## config.mk

```make
export PLATFORM = sky130hd
export DESIGN_NAME = sub16_serial
export DESIGN_NICKNAME = d
export VERILOG_FILES = /design/src/rtl/alu_pkg.sv /design/src/rtl/sub16_serial_bla4.sv /design/src/rtl/sub16_serial.sv
export SDC_FILE = /design/constraint.sdc
export NUM_CORES = 1
export LEC_CHECK = 0
export ABC_AREA = 1
export CELL_PAD_IN_SITES_DETAIL_PLACEMENT = 0
export CELL_PAD_IN_SITES_GLOBAL_PLACEMENT = 2
export CORE_UTILIZATION = 25
export CTS_CLUSTER_SIZE = 30
export DETAILED_ROUTE_END_ITERATION = 7
export GPL_TIMING_DRIVEN = 0
export PLACE_DENSITY = 0.82
export RECOVER_POWER = 100
export SYNTH_ARGS = -nofsm -noshare
export SYNTH_HDL_FRONTEND = slang
export SYNTH_HIERARCHICAL = 1
export SYNTH_SLANG_ARGS = --single-unit
```

## constraint.sdc

```tcl
create_clock -name clk -period 1.6 [get_ports clk]
set_input_delay 0.24 -clock clk [delete_from_list [all_inputs] [get_ports clk]]
set_output_delay 0.24 -clock clk [all_outputs]
set_load 0.02 [all_outputs]
```

## src/rtl/alu_pkg.sv

```systemverilog
// Shared definitions for the serial nibble-wide arithmetic units.
package alu_pkg;

  localparam int NIBBLE = 4;

  typedef enum logic {
    IDLE = 1'b0,
    RUN  = 1'b1
  } state_e;

  // Width of the nibble index for a WIDTH-bit operand.
  function automatic int idx_width(input int width);
    return $clog2(width / NIBBLE);
  endfunction

endpackage

```

## src/rtl/sub16_serial_bla4.sv

```systemverilog
// 4-bit borrow-lookahead subtract slice: computes inA - inB - bIn for one nibble.
module bla4 (
  input  logic [3:0] inA,
  input  logic [3:0] inB,
  input  logic       bIn,
  output logic [3:0] diff,
  output logic       bOut
);

  logic [3:0] g;
  logic [3:0] p;
  logic [4:1] bw;

  assign g = ~inA & inB;
  assign p = ~(inA ^ inB);

  // Every internal borrow is a flat sum of products of g, p and bIn.
  assign bw[1] = g[0] | (p[0] & bIn);
  assign bw[2] = g[1] | (p[1] & g[0]) | (p[1] & p[0] & bIn);
  assign bw[3] = g[2] | (p[2] & g[1]) | (p[2] & p[1] & g[0])
               | (p[2] & p[1] & p[0] & bIn);
  assign bw[4] = g[3] | (p[3] & g[2]) | (p[3] & p[2] & g[1])
               | (p[3] & p[2] & p[1] & g[0]) | (p[3] & p[2] & p[1] & p[0] & bIn);

  assign diff = inA ^ inB ^ {bw[3:1], bIn};
  assign bOut = bw[4];

endmodule

```

## src/rtl/sub16_serial.sv

```systemverilog
// Multi-cycle subtractor: inA - inB - bIn, one nibble per cycle LSB first,
// with registered flags that only change on the last-nibble edge.
module sub16_serial
  import alu_pkg::*;
#(
  parameter int WIDTH = 16
) (
  input  logic             clk,
  input  logic             rst_n,
  input  logic             start,
  input  logic [WIDTH-1:0] inA,
  input  logic [WIDTH-1:0] inB,
  input  logic             bIn,
  output logic             busy,
  output logic             done,
  output logic [WIDTH-1:0] diff,
  output logic             bOut,
  output logic             ovf,
  output logic             zero
);

  localparam int NIBS = WIDTH / NIBBLE;
  localparam int IW = idx_width(WIDTH);
  localparam logic [IW-1:0] LAST = IW'(NIBS - 1);

  state_e           state_q, state_d;
  logic [IW-1:0]    idx_q, idx_d;
  logic [WIDTH-1:0] a_q, a_d;
  logic [WIDTH-1:0] b_q, b_d;
  logic             borrow_q, borrow_d;
  logic [WIDTH-1:0] acc_q, acc_d;
  logic             a_msb_q, a_msb_d;
  logic             b_msb_q, b_msb_d;
  logic [WIDTH-1:0] diff_q, diff_d;
  logic             bout_q, bout_d;
  logic             ovf_q, ovf_d;
  logic             zero_q, zero_d;
  logic             done_q, done_d;

  logic [3:0] nib_diff;
  logic       nib_bout;

  bla4 u_bla4 (
    .inA  (a_q[3:0]),
    .inB  (b_q[3:0]),
    .bIn  (borrow_q),
    .diff (nib_diff),
    .bOut (nib_bout)
  );

  always_comb begin
    state_d  = state_q;
    idx_d    = idx_q;
    a_d      = a_q;
    b_d      = b_q;
    borrow_d = borrow_q;
    acc_d    = acc_q;
    a_msb_d  = a_msb_q;
    b_msb_d  = b_msb_q;
    diff_d   = diff_q;
    bout_d   = bout_q;
    ovf_d    = ovf_q;
    zero_d   = zero_q;
    done_d   = 1'b0;
    case (state_q)
      IDLE: begin
        if (start) begin
          a_d      = inA;
          b_d      = inB;
          borrow_d = bIn;
          a_msb_d  = inA[WIDTH-1];
          b_msb_d  = inB[WIDTH-1];
          idx_d    = '0;
          state_d  = RUN;
        end
      end
      RUN: begin
        acc_d    = {nib_diff, acc_q[WIDTH-1:NIBBLE]};
        a_d      = a_q >> NIBBLE;
        b_d      = b_q >> NIBBLE;
        borrow_d = nib_bout;
        idx_d    = idx_q + 1'b1;
        // Visible results move only here, so RUN keeps showing the previous ones.
        if (idx_q == LAST) begin
          diff_d  = acc_d;
          bout_d  = nib_bout;
          ovf_d   = (a_msb_q ^ b_msb_q) & (nib_diff[3] ^ a_msb_q);
          zero_d  = (acc_d == '0);
          done_d  = 1'b1;
          state_d = IDLE;
        end
      end
      default: state_d = IDLE;
    endcase
  end

  always_ff @(posedge clk) begin
    if (!rst_n) begin
      state_q  <= IDLE;
      idx_q    <= '0;
      a_q      <= '0;
      b_q      <= '0;
      borrow_q <= 1'b0;
      acc_q    <= '0;
      a_msb_q  <= 1'b0;
      b_msb_q  <= 1'b0;
      diff_q   <= '0;
      bout_q   <= 1'b0;
      ovf_q    <= 1'b0;
      zero_q   <= 1'b0;
      done_q   <= 1'b0;
    end else begin
      state_q  <= state_d;
      idx_q    <= idx_d;
      a_q      <= a_d;
      b_q      <= b_d;
      borrow_q <= borrow_d;
      acc_q    <= acc_d;
      a_msb_q  <= a_msb_d;
      b_msb_q  <= b_msb_d;
      diff_q   <= diff_d;
      bout_q   <= bout_d;
      ovf_q    <= ovf_d;
      zero_q   <= zero_d;
      done_q   <= done_d;
    end
  end

  assign busy = (state_q == RUN);
  assign done = done_q;
  assign diff = diff_q;
  assign bOut = bout_q;
  assign ovf  = ovf_q;
  assign zero = zero_q;

endmodule

```

* Word-level counts from Yosys, hierarchy flattened *
Cells that the tools add are included.

storage, ports and cells
  output and inout port bits = 21
  input bits = 36
  bits in registers = 74
  word-level logic and storage cells = 67

operators by class
  bitwise logic cells = 35
  reductions and logical operators = 4
  add/subtract/negate cells = 1
  equal/unequal tests = 2
  mux-type cells = 12

operators with widths
  operator               number
  $pmux W16 S2           2
  $mux W16               2
  $and A1 B1 Y1          17
  $logic_not A16 Y1      1
  $or A1 B1 Y1           10
  $not A4 Y4             2
  $xor A4 B4 Y4          2
  $reduce_and A2 Y1      3
  $and A4 B4 Y4          1
  $mux W1                4
  $pmux W1 S2            2
  $pmux W2 S2            1
  $add A2 B1 Y2 const B  1
  $eq A2 B2 Y1 const B   1
  $mux W2                1
  $ne A2 B2 Y1 const B   1
  $xor A1 B1 Y1          2
  $not A1 Y1             1

* Logic depth before layout (Yosys ltp) *
  word-level depth = 9
  depth in mapped cells = 14
  mapped depth without buffers = 13

* By module *
Netlist, hierarchy kept.

modules (own cells, without submodules)
  module        instances  sequential area each (sq um)  cells an instance  area each (sq um)
  sub16_serial  1          1401.3                        384                2782.7
  bla4          1          0.0                           39                 250.2

* Least setup slack after synthesis *
No wires, ideal clock.

  kind = register to register
  from = reg a_q[1]
  to = reg zero_q (netlist: zero)
  path buffers = 1
  arrival = 1.433 ns
  setup slack = 0.109 ns
  period minus slack after synthesis = 1.491 ns
  cell stages (with the launch flop) = 15
  cells stage by stage = dfxtp_1 > inv_1 > ha_1 > buf_6 > nand2_2 > nor2_2 > nor2_2 > nand2_1 > nand2_1 > nand2_1 > nor2_1 > nand2_1 > nor2_1 > nand3_1 > nand2_1

between the ends
  cells in the longest elaborated chain, start to end = 8
  elaborated cells on any way between the ends = 19

RTL lines
  element                                               line                                              source
  start, declared                                       sub16_serial.sv:28                                logic [WIDTH-1:0] a_q, a_d;
  start signal, assigned                                sub16_serial.sv:101                               a_q <= '0;
  start signal, assigned                                sub16_serial.sv:115                               a_q <= a_d;
  $not A4 Y4 / $xor A4 B4 Y4 (equally long branches)    sub16_serial_bla4.sv:14, sub16_serial_bla4.sv:15
  $and A4 B4 Y4 / $not A4 Y4 (equally long branches)    sub16_serial_bla4.sv:14, sub16_serial_bla4.sv:15
  $and A1 B1 Y1 (on tied branches)                      sub16_serial_bla4.sv:20, sub16_serial_bla4.sv:21
  $or A1 B1 Y1, or another cell as far along            sub16_serial_bla4.sv:20                           assign bw[3] = g[2] | (p[2] & g[1]) | (p[2] & p[1] & g[0])
  $or A1 B1 Y1 / $and A1 B1 Y1 (equally long branches)  sub16_serial_bla4.sv:20, sub16_serial_bla4.sv:21
  $or A1 B1 Y1 (*)                                      sub16_serial_bla4.sv:21                           | (p[2] & p[1] & p[0] & bIn);
  $xor A4 B4 Y4 (*)                                     sub16_serial_bla4.sv:25                           assign diff = inA ^ inB ^ {bw[3:1], bIn};
  net nib_diff[3]                                       sub16_serial.sv:40                                logic [3:0] nib_diff;
  $logic_not A16 Y1 (*)                                 sub16_serial.sv:88                                zero_d = (acc_d == '0);
  end signal, assigned                                  sub16_serial.sv:124                               zero_q <= zero_d;
  end, declared                                         sub16_serial.sv:37                                logic zero_q, zero_d;

The timed path passes the listed nets; every way through them passes the cells marked *.
A chain may end at the register's enable or synchronous reset.

* Worst setup path after layout *
  from = reg state_q (netlist: busy)
  to = out busy

RTL lines
  element                 line                 source
  start, declared         sub16_serial.sv:26   state_e state_q, state_d;
  start signal, assigned  sub16_serial.sv:113  state_q <= state_d;
  end, declared           sub16_serial.sv:14   output logic busy,

No word-level cell between the ends.

==> results.sh <==
export IMPL_layout_commonest_cell="nand2_1"
export IMPL_core_sq_um=11600
export IMPL_holdPathStages=2
export IMPL_grt_overflow_total=0
export IMPL_maxCapViolCount=0
export IMPL_pre_cts_slack_ps=-95.7
export IMPL_p_leak_uw=0.00191
export IMPL_synth_area_sq_um=3030
export IMPL_ys_warn_count=6
export IMPL_timing_hold_violations_final=0
export IMPL_clock_latency_ps=330
export IMPL_grt_pass1_vias=2691
export IMPL_antenna_found_initial=0
export IMPL_syn_inst=423
export IMPL_r2r_start="a_q[2]$_SDFFE_PN0P_"
export IMPL_numPortBuffers=56
export IMPL_gp_congestion=0.760
export IMPL_start_util_pct=26.1
export IMPL_hp_class="reg -> reg"
export IMPL_cts_tree="built"
export IMPL_total_power_uw=4940
export IMPL_cts_inserted_buffers=9
export IMPL_diodes=0
export IMPL_clock_sinks=70
export IMPL_r2r_slack_ps=120
export IMPL_cts_root_buf="clkbuf_16"
export IMPL_crit_slowest_cell="clkdlybuf4s50_1"
export IMPL_ys_ff_latch=70
export IMPL_worstPathRequired_ps=1360
export IMPL_grt_pass1_wl_mm=13.0
export IMPL_crit_type="reg -> out"
export IMPL_ys_flop_type="dfxtp_1"
export IMPL_synth_edff_count=0
export IMPL_rsz0062_at_grt="yes"
export IMPL_cp_buffers_inverters=1
export IMPL_layout_common_cells="nand2_1, dfxtp_1, clkdlybuf4s50_1"
export IMPL_track_usage_pct=13.3
export IMPL_cp_arrival_ps=1290
export IMPL_vias=2723
export IMPL_finClkSkew_ps=3.26
export IMPL_max_slew_worst_pin_slew_ps=549
export IMPL_holdCritStartpoint="diff[3]$_SDFFE_PN0P_"
export IMPL_fin_crit_ps=1530
export IMPL_rows=39
export IMPL_synthDistinctLibCells=26
export IMPL_maxSlewHeadroom_pct=63.4
export IMPL_async_flop_share_pct=0
export IMPL_fin_crit_sh_pct=95.3
export IMPL_htreeDepth=3
export IMPL_areaGrowthSynthToFinish_pct=37.7
export IMPL_ys_seq_area_share_pct=46.2
export IMPL_fp_dieArea_sq_um=12600
export IMPL_rr_worst_depth=13
export IMPL_slew_viol_final=0
export IMPL_wl_met1_mm=3.68
export IMPL_syn_nets=466
export IMPL_r2r_end="zero$_SDFFE_PN0P_"
export IMPL_fp_dieH_microns=112
export IMPL_die_x_microns=112
export IMPL_fin_nets=534
export IMPL_viasPerCell=4.26
export IMPL_holdPathEnd="diff[3]$_SDFFE_PN0P_"
export IMPL_ant_nets=0
export IMPL_grt_max_degree=13
export IMPL_clockBufferDepth=2
export IMPL_dr_wl_met2_mm=3.60
export IMPL_finalWirelength_mm=7.72
export IMPL_violations="DRC"
export IMPL_crit_chain="clkdlybuf4s50_1"
export IMPL_max_stage_delay_ps=620
export IMPL_synth_avg_cell_area_sq_um=7.17
export IMPL_drc_errors=5
export IMPL_cp_max_fo=2
export IMPL_critPathTopFamily="buffers and inverters"
export IMPL_pin_count=57
export IMPL_drtIter0Drc=111
export IMPL_power_density_nw_per_um2=1180
export IMPL_highest_layer="met4"
export IMPL_final_layout_size_suffix_gt1_share_pct=12.7
export IMPL_wl_met3_microns=331
export IMPL_drt_wirelength_per_cell_microns=12.1
export IMPL_finalSetupViolations=0
export IMPL_dp_hpwl_mm=5.80
export IMPL_irDropWorstVdd_uv=396
export IMPL_path_clk_slew_ps=60
export IMPL_status="finished, violations left"
export IMPL_dr_pass1_iters=8
export IMPL_layout_setup_ws_ps=74.4
export IMPL_end_kind="output pin"
export IMPL_start_kind="flip-flop"
export IMPL_fmax_mhz=655
export IMPL_fin_util_pct=36.0
==> registers in the layout (all words and copies together) (netlist names), 2 cells and up <==
register  flops
idx_q         2
b_q          16
acc_q        12
a_q          16
diff         16
==> Yosys cell counts, types with 3 or more instances <==
cell | number | area share (%)
dfxtp_1 | 70 | 46
nor2_1 | 15 | 1.9
nand2_2 | 5 | 1.0
buf_6 | 5 | 1.9
buf_2 | 10 | 1.7
a21oi_2 | 4 | 1.2
o21ai_1 | 10 | 1.7
nand2_1 | 162 | 20
nand4_1 | 3 | 0.62
nand3_1 | 29 | 4.8
inv_1 | 49 | 6.1
inv_2 | 3 | 0.37
a21oi_1 | 21 | 3.5
ha_1 | 6 | 2.5
o21ai_0 | 15 | 2.5
==> worst max-delay path by stage <==
stage | start | to | depth (start not counted)
3_5_place_dp | a_q[1]$_SDFFE_PN0P_ | zero$_SDFFE_PN0P_ | 14
4_1_cts | a_q[0]$_SDFFE_PN0P_ | zero$_SDFFE_PN0P_ | 10
2_1_floorplan | a_q[1]$_SDFFE_PN0P_ | zero$_SDFFE_PN0P_ | 14
5_1_grt | a_q[2]$_SDFFE_PN0P_ | zero$_SDFFE_PN0P_ | 13
6_report | busy$_SDFF_PN0_ | busy | 1
3_3_place_gp | a_q[1]$_SDFFE_PN0P_ | zero$_SDFFE_PN0P_ | 14
==> repair_timing <==
action / CTS / global route
gates resized for setup: 6 / 16
endpoints found under the setup margin: 2 / 3
pin swaps: 4 / 6
buffers inserted: 1 / 1
hold buffers: 0 / 0
==> kinds of logic (layout without fill, tap and decap cells) <==
family,count (synthesis),in the layout,share of synthesized area (%)
flops,70,70,46.2
xor+xnor,2,2,0.578
compound gates,50,50,8.75
simple gates,221,221,30.4
buf+inv,73,146,10.9
fa+ha+maj,7,7,3.14
==> layer usage <==
layer  vias to the layer above  global-route usage [%]
li1                       1444                       -
met1                      1214                    16.2
met4                         0                    4.53
met2                        54                    22.9
met5                         -                       0
met3                        11                    3.29
==> stage by stage <==
step	hold slack [ps]	TNS, ps	std cells	instance area (sq um)
global placement	440	-881	622	3770
detailed placement	443	-760	622	3770
CTS	453	0	639	4180
floorplan	383	0	423	3030
global route	467	-56.2	639	4180
finish	451	0	639	4180
==> cell type report <==
cell class	count	area, sq um
Clock buffer	10	239
Sequential cell	70	1420
Buffer	19	97.6
Clock inverter	6	133
Inverter	53	201
Timing Repair Buffer	58	576
Tap cell	143	179
Multi-Input combinational cell	280	1340
Fill cell	1276	7440
==> power breakdown <==
group          total [uW]  internal (uW)  leakage (uW)  switching [uW]
Clock                2490           1720      0.000179             766
Sequential           1880           1830      0.000575            54.9
Combinational         572            248       0.00115             324
Total                4940           3790       0.00191            1140
Power figures use the tool's default switching activity.
